[src/rtl/decoder_scan_sequencer_pkg.sv]
// Shared constants and state encoding for the decoder scan sequencer.
package decoder_scan_sequencer_pkg;

   localparam int NUM_CH = 8;
   localparam int SEL_W  = 3;

   typedef enum logic [1:0] {
      s_idle  = 2'd0,
      s_dwell = 2'd1,
      s_gap   = 2'd2
   } scan_state_t;

endpackage

[src/rtl/decoder_scan_sequencer_scan_next_channel.sv]
// Masked priority search: lowest enabled channel at or above 'from'
// (strictly above when incl=0). No wrap-around; found=0 if none.
module scan_next_channel
   import decoder_scan_sequencer_pkg::*;
(
   input  logic [NUM_CH-1:0] mask,
   input  logic [SEL_W-1:0]  from,
   input  logic              incl,
   output logic [SEL_W-1:0]  ch,
   output logic              found
);

   // Walk downward so the last hit written is the lowest qualifying index.
   always_comb begin
      ch    = '0;
      found = 1'b0;
      for (int i = NUM_CH - 1; i >= 0; i--) begin
         if (mask[i] && ((SEL_W'(i) > from) || (incl && (SEL_W'(i) == from)))) begin
            ch    = SEL_W'(i);
            found = 1'b1;
         end
      end
   end

endmodule

[src/rtl/decoder_scan_sequencer.sv]
// Scans the 3-to-8 decoder channels in ascending order with a programmable
// dwell per channel and a one-cycle enable-low gap between channels.
//
//   state   | meaning
//   --------+-----------------------------------------------------------
//   s_idle  | no scan; en low, d holds last channel
//   s_dwell | en high on channel d while the dwell counter runs down
//   s_gap   | one cycle en low before the next (or wrapped) channel
module decoder_scan_sequencer
   import decoder_scan_sequencer_pkg::*;
#(
   parameter int DWELL_W = 8,
   parameter int PASS_W  = 8
) (
   input  logic               clk,
   input  logic               rst_n,
   input  logic               start,
   input  logic               stop,
   input  logic               cont,
   input  logic [NUM_CH-1:0]  mask,
   input  logic [DWELL_W-1:0] dwell,
   output logic [SEL_W-1:0]   d,
   output logic               en,
   output logic               busy,
   output logic               done,
   output logic               ch_strobe,
   output logic [PASS_W-1:0]  pass_cnt
);

   scan_state_t        state, state_nx;
   logic [DWELL_W-1:0] cnt, cnt_nx, cnt_load;
   logic               wrap, wrap_nx;
   logic [SEL_W-1:0]   d_nx, srch_from, srch_ch;
   logic               en_nx, busy_nx, done_nx, strobe_nx, srch_incl, srch_found;
   logic [PASS_W-1:0]  pass_nx;

   // A dwell of 0 behaves as 1, so the counter loads max(dwell,1)-1.
   assign cnt_load = (dwell == '0) ? '0 : dwell - DWELL_W'(1);

   scan_next_channel u_next (
      .mask  (mask),
      .from  (srch_from),
      .incl  (srch_incl),
      .ch    (srch_ch),
      .found (srch_found)
   );

   // State and registered outputs; reset clears everything asynchronously.
   always_ff @(posedge clk or negedge rst_n) begin
      if (!rst_n) begin
         state     <= s_idle;
         cnt       <= '0;
         wrap      <= 1'b0;
         d         <= '0;
         en        <= 1'b0;
         busy      <= 1'b0;
         done      <= 1'b0;
         ch_strobe <= 1'b0;
         pass_cnt  <= '0;
      end else begin
         state     <= state_nx;
         cnt       <= cnt_nx;
         wrap      <= wrap_nx;
         d         <= d_nx;
         en        <= en_nx;
         busy      <= busy_nx;
         done      <= done_nx;
         ch_strobe <= strobe_nx;
         pass_cnt  <= pass_nx;
      end
   end

   // Next-state and next-output decode; stop overrides everything last.
   always_comb begin
      state_nx  = state;
      cnt_nx    = cnt;
      wrap_nx   = wrap;
      d_nx      = d;
      en_nx     = 1'b0;
      done_nx   = 1'b0;
      strobe_nx = 1'b0;
      pass_nx   = pass_cnt;
      // Search from channel 0 when starting or wrapping, else strictly above d.
      if ((state == s_idle) || ((state == s_gap) && wrap)) begin
         srch_from = '0;
         srch_incl = 1'b1;
      end else begin
         srch_from = d;
         srch_incl = 1'b0;
      end

      case (state)
         s_idle: begin
            if (start) begin
               if (srch_found) begin
                  state_nx  = s_dwell;
                  d_nx      = srch_ch;
                  en_nx     = 1'b1;
                  strobe_nx = 1'b1;
                  pass_nx   = '0;
                  cnt_nx    = cnt_load;
                  wrap_nx   = 1'b0;
               end else begin
                  done_nx = 1'b1;
               end
            end
         end
         s_dwell: begin
            en_nx = 1'b1;
            if (cnt != '0) begin
               cnt_nx = cnt - DWELL_W'(1);
            end else if (srch_found) begin
               state_nx = s_gap;
               en_nx    = 1'b0;
               wrap_nx  = 1'b0;
            end else begin
               en_nx   = 1'b0;
               pass_nx = pass_cnt + PASS_W'(1);
               if (cont && (mask != '0)) begin
                  state_nx = s_gap;
                  wrap_nx  = 1'b1;
               end else begin
                  state_nx = s_idle;
                  done_nx  = 1'b1;
               end
            end
         end
         s_gap: begin
            if (srch_found) begin
               state_nx  = s_dwell;
               d_nx      = srch_ch;
               en_nx     = 1'b1;
               strobe_nx = 1'b1;
               cnt_nx    = cnt_load;
            end else begin
               state_nx = s_idle;
               done_nx  = 1'b1;
            end
            wrap_nx = 1'b0;
         end
         default: state_nx = s_idle;
      endcase

      if (stop) begin
         state_nx  = s_idle;
         cnt_nx    = cnt;
         wrap_nx   = 1'b0;
         d_nx      = d;
         en_nx     = 1'b0;
         done_nx   = 1'b0;
         strobe_nx = 1'b0;
         pass_nx   = pass_cnt;
      end

      busy_nx = (state_nx != s_idle);
   end

endmodule

[config.mk]
export PLATFORM = sky130hd
export DESIGN_NAME = decoder_scan_sequencer
export DESIGN_NICKNAME = d
export VERILOG_FILES = /design/src/rtl/decoder_scan_sequencer_pkg.sv /design/src/rtl/decoder_scan_sequencer_scan_next_channel.sv /design/src/rtl/decoder_scan_sequencer.sv
export SDC_FILE = /design/constraint.sdc
export NUM_CORES = 1
export LEC_CHECK = 0
export BUFFER_PORTS_ARGS = -buffer_cell sky130_fd_sc_hd__clkbuf_2
export CELL_PAD_IN_SITES_DETAIL_PLACEMENT = 0
export CELL_PAD_IN_SITES_GLOBAL_PLACEMENT = 1
export CORE_MARGIN = 2
export CORE_UTILIZATION = 42
export CTS_CLUSTER_SIZE = 28
export DETAILED_ROUTE_END_ITERATION = 8
export HOLD_SLACK_MARGIN = 0.15
export PLACE_DENSITY = 0.87
export SLEW_MARGIN = 20
export SYNTH_ARGS = -nofsm -noshare
export SYNTH_HDL_FRONTEND = slang
export SYNTH_SLANG_ARGS = --single-unit
export TNS_END_PERCENT = 5
[constraint.sdc]
create_clock -name clk -period 2.99 [get_ports clk]
set_clock_uncertainty 0.05 [all_clocks]
set_input_delay 0.1495 -clock clk [delete_from_list [all_inputs] [get_ports clk]]
set_output_delay 0.1495 -clock clk [all_outputs]
set_load 0.005 [all_outputs]
==> out/metrics.csv, run 1 <==
metric;value;unit
die_w;73.06;um
cts_tree;yes;
hold-path-endpoint;d[0];
grt_max_degree;27;
dr.pass1.iters;4;
cts_sinks;26;
most-common-layout-cells;clkbuf_2 (35), dfrtp_1 (26), nor2_1 (20);
p_leak;0.0009982;uW
drcViolationCount;0;
required;3.11;ns
synth_cells;234;
maxCapViolations;0;
ys_async_sr_fraction;100.0;%
switchingPower;406.5;uW
seq_area_frac_synth;32.48;%
p_clk_share;25.7;%
yosys-top-cells-area;dfrtp_1 (32%), ha_1 (5.0%), o21ai_0 (4.0%);
routed_wl;4965;um
ys.warnings.count;0;
clk-insertion-delay-late;0.28;ns
worstMarginPinSlew;0.6457;ns
synthesis.nets;263;
antenna_found_initial;0;
drt_iter0_drc;90;
start_util;42.98;%
clock_tree.htree_level_count;1;
cp-end-kind;flip-flop;
synth.distinct_cells;60;
period_share;91.77;%
reg2reg_depth;8;
layout_commonest_cell;clkbuf_2;
syn_area_per_cell;8.561;sq um
internal_power;746.2;uW
yosysTopAreaCellShare;32.48;%
vias;1931;
slew_headroom;56.50;%
hold_start;mask[0];
status;finished, final reports clean;
synth_top_area_cell;dfrtp_1;
die_area;0.005338;sq mm
r2r_start;state[1];
cts_buffer_depth;2;
setup_viol;0;
layout-drive-gt1-share;21.85;%
worstHoldPathCells;3;
pwr-share-seq;42.6;%
slew_viol_final;0;
rows;25;
place_congestion;0.8546;
nets;300;
cts_setup_buffers;0;
synth-seq-cells;26;
startpoint_type;flip-flop;
core;0.004661;sq mm
power_density;494.3;mW/mm^2
avgViaCountPerCell;5.960;
p_sw_share;35.26;%
finalHoldViolCount;0;
die_y;73.06;um
grt_pass1_vias;1799;
gr-total-overflow;0;
pwr-share-comb;31.7;%
synth_flop_cell;dfrtp_1;
ios;36;
ant_nets;0;
grt_pass1_wl;8224;um
syn-cell-area;0.002003;sq mm
cts-root-buf;clkbuf_8;
rr_endpoint;cnt[4];
groute.usage.overall;19.34;%
crit_arrival;2.86;ns
antenna_cells;0;
fill_cells;438;
worstSetupPathType;reg2reg;
worstHoldPathType;in2reg;
power.total;1153;uW
port_buffers;35;
r2r_slack;0.25;ns
crit_path_max_fanout;9;
ir_drop;318.7;uV
numCtsBuffers;3;
hpwlAfterDp;3764;um
area_delta_synth_final;16.43;%
fmax;364.4;MHz
clk_pin_slew;0.09;ns
wl_per_cell;15.32;um
synth_edf_count;0;
setup_tns;0;ns
dp_cells;318;
rsz0062_at_grt;no;
layout.cells.non_filler;324;
min_period;2.744;ns
## power groups by stage
stage / combinational (uW) / clock (uW) / sequential [uW]
floorplan: 282 / 0 / 462
global placement: 353 / 0 / 495
detailed placement: 358 / 0 / 497
CTS: 362 / 303 / 490
global route: 408 / 313 / 501
finish: 366 / 296 / 491
## cells in the mapped netlist, drive strengths merged, types with 7 or more instances
library cell / n
ha: 8
nor4: 7
o21ai: 17
dfrtp: 26
a21oi: 14
inv: 12
xnor2: 8
nand3: 8
o31ai: 7
nand2: 18
nor2: 22
nor3: 10
## worst max-delay path, stage by stage (launching register included)
cell and delay, ns:
dfrtp_1 0.43, inv_1 0.09, ha_1 0.21, nand2b_1 0.24, o21ai_0 0.40, nand4_2 0.34
or2_1 0.33, o21ai_0 0.18, mux2_2 0.36
## flip-flops by register name, indices dropped and copies added (netlist names)
name and cells:
pass_cnt 8, en 1, d 3, busy 1
done 1, ch_strobe 1, state 2, wrap 1
cnt 8
## area by class of cell
cell class | count | area, sq um | share of cell area, %
Sequential cell | 26 | 650.6 | 27.90
Timing Repair Buffer | 42 | 232.7 | 9.979
Clock buffer | 3 | 41.29 | 1.770
Clock inverter | 1 | 30.03 | 1.288
Tap cell | 54 | 67.56 | 2.897
Multi-Input combinational cell | 186 | 1265 | 54.24
Inverter | 12 | 45.04 | 1.931
## layer usage
layer	track usage (%)	part of all wire [%]	vias to the layer above	wire length [um]
li1	-	-	959	-
met1	24.91	45	917	2229
met2	33.93	50	49	2489
met3	2.762	4.2	6	208
met4	4.527	0.77	0	38
met5	0	0	-	0
## cell families after synthesis
group,synth area share [%]
buffers and inverters,5.059
xor gates and xnor gates,3.935
and+or+nand+nor,26.11
AOI/OAI and AO/OA,24.86
adders and majority gates,4.997
muxes,2.561
DFF,32.48
## metrics by stage
step	setup slack (ns)	hold WS [ns]	cell area (sq um)	utilization, %
3_3_place_gp	0.3182	0.1569	2227	47.79
2_1_floorplan	0.4391	-0.1961	2003	-
5_1_grt	0.04418	0.1933	2332	50.04
4_1_cts	0.1899	0.1850	2318	49.75
3_5_place_dp	0.1992	0.1615	2227	47.79
6_report	0.2461	0.1838	2332	50.04
## timing repair
action,in CTS,in global routing
setup endpoints to repair,0,5
hold buffers,2,0
gates resized for setup,0,3
hold endpoints to repair,28,0
## worst max path at each step
| stage | from | end | depth (start not counted) |
|---|---|---|---|
| floorplan | state[0] | cnt[4] | 9 |
| global route | state[1] | wrap | 8 |
| finish | state[1] | cnt[4] | 8 |
| CTS | state[1] | busy | 8 |
| global placement | state[1] | pass_cnt[1] | 8 |
| detailed placement | state[1] | busy | 8 |
No activity file was read; power rests on OpenSTA's default activity.
==> run 2: changes to the inputs <==
GPL_TIMING_DRIVEN = 0   (was unset)
==> run 2 against run 1 <==
  * Combinational power up 11%
  * Core utilization up 0.46 points
  * Sequential power down 4.3%
  * Count of clock-buffer cells in the layout unchanged
  * Routed wire length down 0.66%
  * Global-route usage down 0.17 points
  * Sequential cell count unchanged
  * Non-clock buffer count up 5
  * Worst setup slack worse by 0.043 ns
  * Final cell count up 1.2%
  * Critical path type unchanged
  * Critical endpoint unchanged
==> out/metrics.csv, run 2 (synthesis gave the netlist of run 1 again) <==
metric;value;unit;change
status;finished, final reports clean;;
min_period;2.787;ns;+0.04268 ns
reg2reg_depth;9;;+1
cp-end-kind;flip-flop;;
worstHoldPathType;in2reg;;
area_delta_synth_final;17.49;%;
internal_power;666.6;uW;-11%
crit_buf_inv;2;;+1
vias;1907;;-1.2%
hold_start;mask[0];;
layout-drive-gt1-share;21.53;%;-0.32 points
maxCapViolations;0;;unchanged
cts_tree;yes;;
period_share;93.20;%;+1.4 points
rows;25;;unchanged
clk_pin_slew;0.09;ns;about the same
place_congestion;0.8360;;-2.2%
pwr-share-seq;43.7;%;+1.1 points
ir_drop;200.6;uV;-37%
setup_viol;0;;unchanged
largestRegisters;cnt: 8 flops, pass_cnt: 8 flops, d: 3 flops;;
most-common-layout-cells;clkbuf_2 (35), dfrtp_1 (26), nor2_1 (20);;
cts_setup_buffers;0;;unchanged
drcViolationCount;0;;unchanged
port_buffers;35;;unchanged
hpwlAfterDp;3736;um;-0.76%
ios;36;;unchanged
drt_iter0_drc;102;;+13%
dpl_cell_area;0.002246;sq mm;+0.84%
grt_pass1_wl;8190;um;-0.41%
crit_path_max_fanout;9;;unchanged
postLayoutCellArea;0.002354;sq mm;+0.91%
dr.pass1.iters;4;;unchanged
crit_arrival;2.90;ns;+0.04 ns
rr_endpoint;cnt[4];;
r2r_slack;0.20;ns;-0.04 ns
cts_sinks;26;;unchanged
r2r_start;state[1];;
cts_buffer_depth;2;;unchanged
finalHoldViolCount;0;;unchanged
grt_max_degree;27;;unchanged
pwr-share-comb;37.7;%;+6.0 points
grt_pass1_vias;1760;;-2.2%
core;0.004661;sq mm;unchanged
worstHoldPathCells;3;;unchanged
crit_family;simple AND/OR/NAND/NOR gates;;
start_util;42.98;%;unchanged
die_w;73.06;um;unchanged
clock_tree.htree_level_count;1;;unchanged
fmax;358.9;MHz;-1.5%
die_area;0.005338;sq mm;unchanged
cts-root-buf;clkbuf_8;;
switchingPower;410.2;uW;+0.91%
p_sw_share;38.09;%;+2.8 points
slowest_stage;dfrtp_1;;
slew_viol_final;0;;unchanged
rsz0062_at_grt;no;;
ant_nets;0;;unchanged
worstSetupPathType;reg2reg;;
antenna_found_initial;0;;unchanged
p_clk_share;18.6;%;-7.1 points
slowest_delay;0.46;ns;+0.03 ns
numCtsBuffers;3;;unchanged
nets;305;;+1.7%
slew_headroom;54.29;%;-2.2 points
layout_commonest_cell;clkbuf_2;;
routed_wl;4932;um;-0.66%
cp_cell_sequence;inv_1, ha_1, nand2b_2, o31ai_4, nand4_4, or2_1, buf_2, o21ai_0, mux2_2;;
wl_per_cell;15.04;um;-1.9%
p_leak;0.0009896;uW;-0.86%
hold-path-endpoint;d[0];;
antenna_cells;0;;unchanged
setup_tns;0;ns;unchanged
power_density;457.6;mW/mm^2;-7.4%
clk-insertion-delay-late;0.27;ns;about the same
required;3.10;ns;about the same
worstMarginPinSlew;0.6856;ns;+0.03988 ns
gr-total-overflow;0;;unchanged
avgViaCountPerCell;5.814;;-2.4%
startpoint_type;flip-flop;;
fill_cells;455;;+3.9%
groute.usage.overall;19.17;%;-0.17 points
die_y;73.06;um;unchanged
==> run 2: cell types whose count changed in the layout (fill, tap and decap cells not counted), moves of 2 or more <==
cell / change
buf_6: +2
o31ai_4: +3
o21ai_0: -2
buf_2: +3
o31ai_2: -3
o21ai_1: +2
buf_4: -5
clkbuf_1: +5
==> run 2: worst max path at each step <==
| stage | start | end | slack [ns] | cells past startpoint |
|---|---|---|---|---|
| detailed placement | state[1] | cnt[4] | 0.04 | 9 |
| global placement | state[0] | cnt[4] | 0.04 | 9 |
| floorplan | state[0] | cnt[4] | 0.44 | 9 |
| global route | state[1] | cnt[4] | 0.02 | 9 |
| CTS | state[1] | cnt[4] | 0.02 | 9 |
| finish | state[1] | cnt[4] | 0.20 | 9 |
==> run 2: repair_timing <==
item | CTS | global route
endpoints found under the setup margin | 0 | 9
resized for setup | 0 | 9
hold buffers | 2 | 0
hold endpoints to repair | 28 | 0
==> run 2: metrics by stage <==
| stage | worst slack [ns] | power (uW) | utilization, % | hold slack (ns) | std cells |
|---|---|---|---|---|---|
| after floorplan | 0.4391 | 744.3 | - | -0.1961 | 234 |
| after global placement | 0.04202 | 858.6 | 48.19 | 0.1685 | 323 |
| after detailed placement | 0.04197 | 863.2 | 48.19 | 0.1766 | 323 |
| after CTS | 0.01595 | 1070 | 49.50 | 0.1743 | 328 |
| after global routing | 0.02462 | 1156 | 50.50 | 0.2105 | 328 |
| final | 0.2034 | 1077 | 50.50 | 0.1777 | 328 |
==> run 2: final cells by class <==
cell class	count	area, sq um	share of cell area [%]
multi-input cells	186	1297	55.13
flip-flops and latches	26	650.6	27.64
repair buffers	37	195.2	8.293
well taps	54	67.56	2.871
plain buffers	10	56.30	2.392
inverters	12	45.04	1.914
clock buffers	3	41.29	1.754
==> run 2: worst reg2reg max path, stage by stage (launching register included) <==
cell and delay [ns]:
dfrtp_1 0.46, inv_1 0.09, ha_1 0.22, nand2b_2 0.27, o31ai_4 0.33, nand4_4 0.25, or2_1 0.28, buf_2 0.18
o21ai_0 0.18, mux2_2 0.36
==> run 2: layer usage <==
metal / part of all wire [%] / track usage, % / routed length, um
met1: 48 / 26.22 / 2373
met2: 48 / 32.53 / 2385
met3: 2.6 / 1.657 / 127
met4: 0.93 / 4.733 / 46
met5: 0 / 0 / 0
==> run 2: power groups by stage <==
stage	clock network (uW)	registers, uW	logic [uW]
after global placement	0	475	384
after floorplan	0	462	282
after CTS	209	469	392
final	201	470	406
after global routing	217	482	457
after detailed placement	0	475	388
==> run 3: changes to the inputs <==
--- a/config.mk
+++ b/config.mk
@@ -12,2 +12,3 @@
 export CORE_UTILIZATION = 42
+export CTS_BUF_LIST = sky130_fd_sc_hd__clkbuf_16
 export CTS_CLUSTER_SIZE = 28
==> constraint.sdc (replaced) <==
create_clock -name clk -period 2.99 [get_ports clk]
set_clock_uncertainty 0.05 [all_clocks]
set_input_delay 0.299 -clock clk [delete_from_list [all_inputs] [get_ports clk]]
set_output_delay 0.299 -clock clk [all_outputs]
set_load 0.005 [all_outputs]
==> run 3 against run 2 <==
  * First-iteration DRC count shrank 30%
  * Final cell count shrank 0.30%
  * Via count is essentially flat
  * Critical path depth is the same
  * Critical endpoint unchanged
  * Largest cell class unchanged
  * Highest routed layer unchanged
==> out/metrics.csv, run 3 (synthesis gave the netlist of run 1 again) <==
metric;value;unit;change
maxCapViolations;0;;unchanged
avgViaCountPerCell;5.835;;+0.36%
grt_pass1_wl;8183;um;about the same
dpl_cell_area;0.002246;sq mm;unchanged
wl_per_cell;15.23;um;+1.3%
ios;36;;unchanged
r2r_start;state[1];;
slew_headroom;53.49;%;-0.81 points
crit_family;simple AND/OR/NAND/NOR gates;;
dr.pass1.iters;4;;unchanged
use_met3;1.657;%;unchanged
clock_tree.htree_level_count;1;;unchanged
hold_start;stop;;
slowest_delay;0.45;ns;about the same
cp_cell_sequence;inv_1, ha_1, nand2b_2, o31ai_4, nand4_4, or2_1, buf_2, o21ai_0, mux2_2;;
pwr-share-seq;40.2;%;-3.5 points
cts_tree;yes;;
period_share;93.37;%;+0.17 points
required;3.08;ns;-0.02 ns
groute.usage.overall;19.11;%;-0.057 points
r2r_slack;0.20;ns;about the same
hpwlAfterDp;3736;um;unchanged
crit_path_max_fanout;9;;unchanged
slew_viol_final;0;;unchanged
finalHoldViolCount;0;;unchanged
p_leak;0.001001;uW;+1.1%
grt_max_degree;27;;unchanged
worstHoldPathType;in2reg;;
cts_sinks;26;;unchanged
cts-root-buf;clkbuf_16;;
drt_iter0_drc;71;;-30%
power_density;494.2;mW/mm^2;+8.0%
setup_viol;0;;unchanged
cts_buffer_depth;2;;unchanged
hold-path-endpoint;wrap;;
crit_arrival;2.88;ns;-0.02 ns
rr_endpoint;cnt[4];;
clk_pin_slew;0.07;ns;-0.02 ns
crit_buf_inv;2;;unchanged
min_period;2.792;ns;+0.005047 ns
die_area;0.005338;sq mm;unchanged
cp-end-kind;flip-flop;;
switchingPower;421.8;uW;+2.8%
gr-total-overflow;0;;unchanged
layout_commonest_cell;clkbuf_2;;
fmax;358.2;MHz;-0.18%
worstMarginPinSlew;0.6977;ns;+0.01208 ns
startpoint_type;flip-flop;;
setup_tns;0;ns;unchanged
status;finished, final reports clean;;
most-common-layout-cells;clkbuf_2 (35), dfrtp_1 (26), nor2_1 (20);;
largestRegisters;cnt: 8 flops, pass_cnt: 8 flops, d: 3 flops;;
vias;1908;;+0.052%
worstHoldPathCells;2;;-1
setup_slack;0.1983;ns;-0.005047 ns
antenna_found_initial;0;;unchanged
area_delta_synth_final;18.68;%;
slowest_stage;dfrtp_1;;
p_sw_share;35.90;%;-2.2 points
numCtsBuffers;3;;unchanged
die_w;73.06;um;unchanged
routed_wl;4979;um;+0.95%
grt_use_met1;26.13;%;-0.085 points
p_clk_share;25.3;%;+6.7 points
postLayoutCellArea;0.002377;sq mm;+1.0%
reg2reg_depth;9;;unchanged
pwr-share-comb;34.6;%;-3.1 points
port_buffers;35;;unchanged
internal_power;753.2;uW;+13%
ant_nets;0;;unchanged
nets;304;;-0.33%
place_congestion;0.8360;;unchanged
ir_drop;328.8;uV;+64%
cts_setup_buffers;0;;unchanged
dp_slack;0.04197;ns;unchanged
grt_pass1_vias;1750;;-0.57%
rsz0062_at_grt;no;;
start_util;42.98;%;unchanged
layout-drive-gt1-share;21.61;%;+0.079 points
core;0.004661;sq mm;unchanged
clk-insertion-delay-late;0.26;ns;about the same
grt_busiest_layer;met2;;
worstSetupPathType;reg2reg;;
rows;25;;unchanged
drcViolationCount;0;;unchanged
die_y;73.06;um;unchanged
antenna_cells;0;;unchanged
met2_usage;32.73;%;+0.20 points
==> run 3: cell types whose count changed in the layout (fill, tap and decap cells not counted) <==
cell / delta
dlygate4sd3_1: -1
clkbuf_16: +3
clkbuf_8: -3
==> run 3: routing by layer <==
metal,share of wire [%],routed length [um]
met5,0,0
met2,49,2417
met3,3.0,151
met4,0.94,47
met1,47,2363
==> run 3: worst register-to-register path, cell delays in order (launching register included) <==
cell      delay [ns]
dfrtp_1         0.45
inv_1           0.09
ha_1            0.22
nand2b_2        0.27
o31ai_4         0.34
nand4_4         0.25
or2_1           0.28
buf_2           0.18
o21ai_0         0.18
mux2_2          0.36
==> run 3: stage by stage <==
stage	total power [uW]	hold WS, ns	utilization, %	instances
6_report	1175	0.2367	51.01	327
5_1_grt	1250	0.2602	51.01	327
4_1_cts	1164	0.2317	50.01	327
3_5_place_dp	863.2	0.3261	48.19	323
3_3_place_gp	858.6	0.3180	48.19	323
2_1_floorplan	744.3	-0.04659	-	234
==> run 3: power by group through the flow <==
stage | clock [uW] | sequential (uW) | combinational, uW
CTS | 303 | 470 | 391
detailed placement | 0 | 475 | 388
floorplan | 0 | 462 | 282
global route | 314 | 482 | 454
global placement | 0 | 475 | 384
finish | 297 | 472 | 406
==> run 3: area by class of cell <==
type / instances / area (sq um)
fillers: 462 / 2283
multi-input cells: 186 / 1297
flip-flops and latches: 26 / 650.6
repair buffers: 36 / 185.2
clock buffers: 3 / 75.07
well taps: 54 / 67.56
plain buffers: 10 / 56.30
inverters: 12 / 45.04
==> run 3: how the worst max path moves through the flow <==
stage | from | endpoint | slack, ns | cells after the start
after floorplan | state[0] | cnt[4] | 0.44 | 9
after global placement | state[0] | cnt[4] | 0.04 | 9
after detailed placement | state[1] | cnt[4] | 0.04 | 9
after CTS | state[1] | cnt[4] | 0.02 | 9
after global routing | state[1] | cnt[4] | 0.03 | 9
final | state[1] | cnt[4] | 0.20 | 9
==> run 3: what timing repair did <==
item | CTS | global route
endpoints found under the setup margin | 0 | 9
resized for setup | 0 | 9
hold endpoints to repair | 26 | 0
hold buffers | 1 | 0
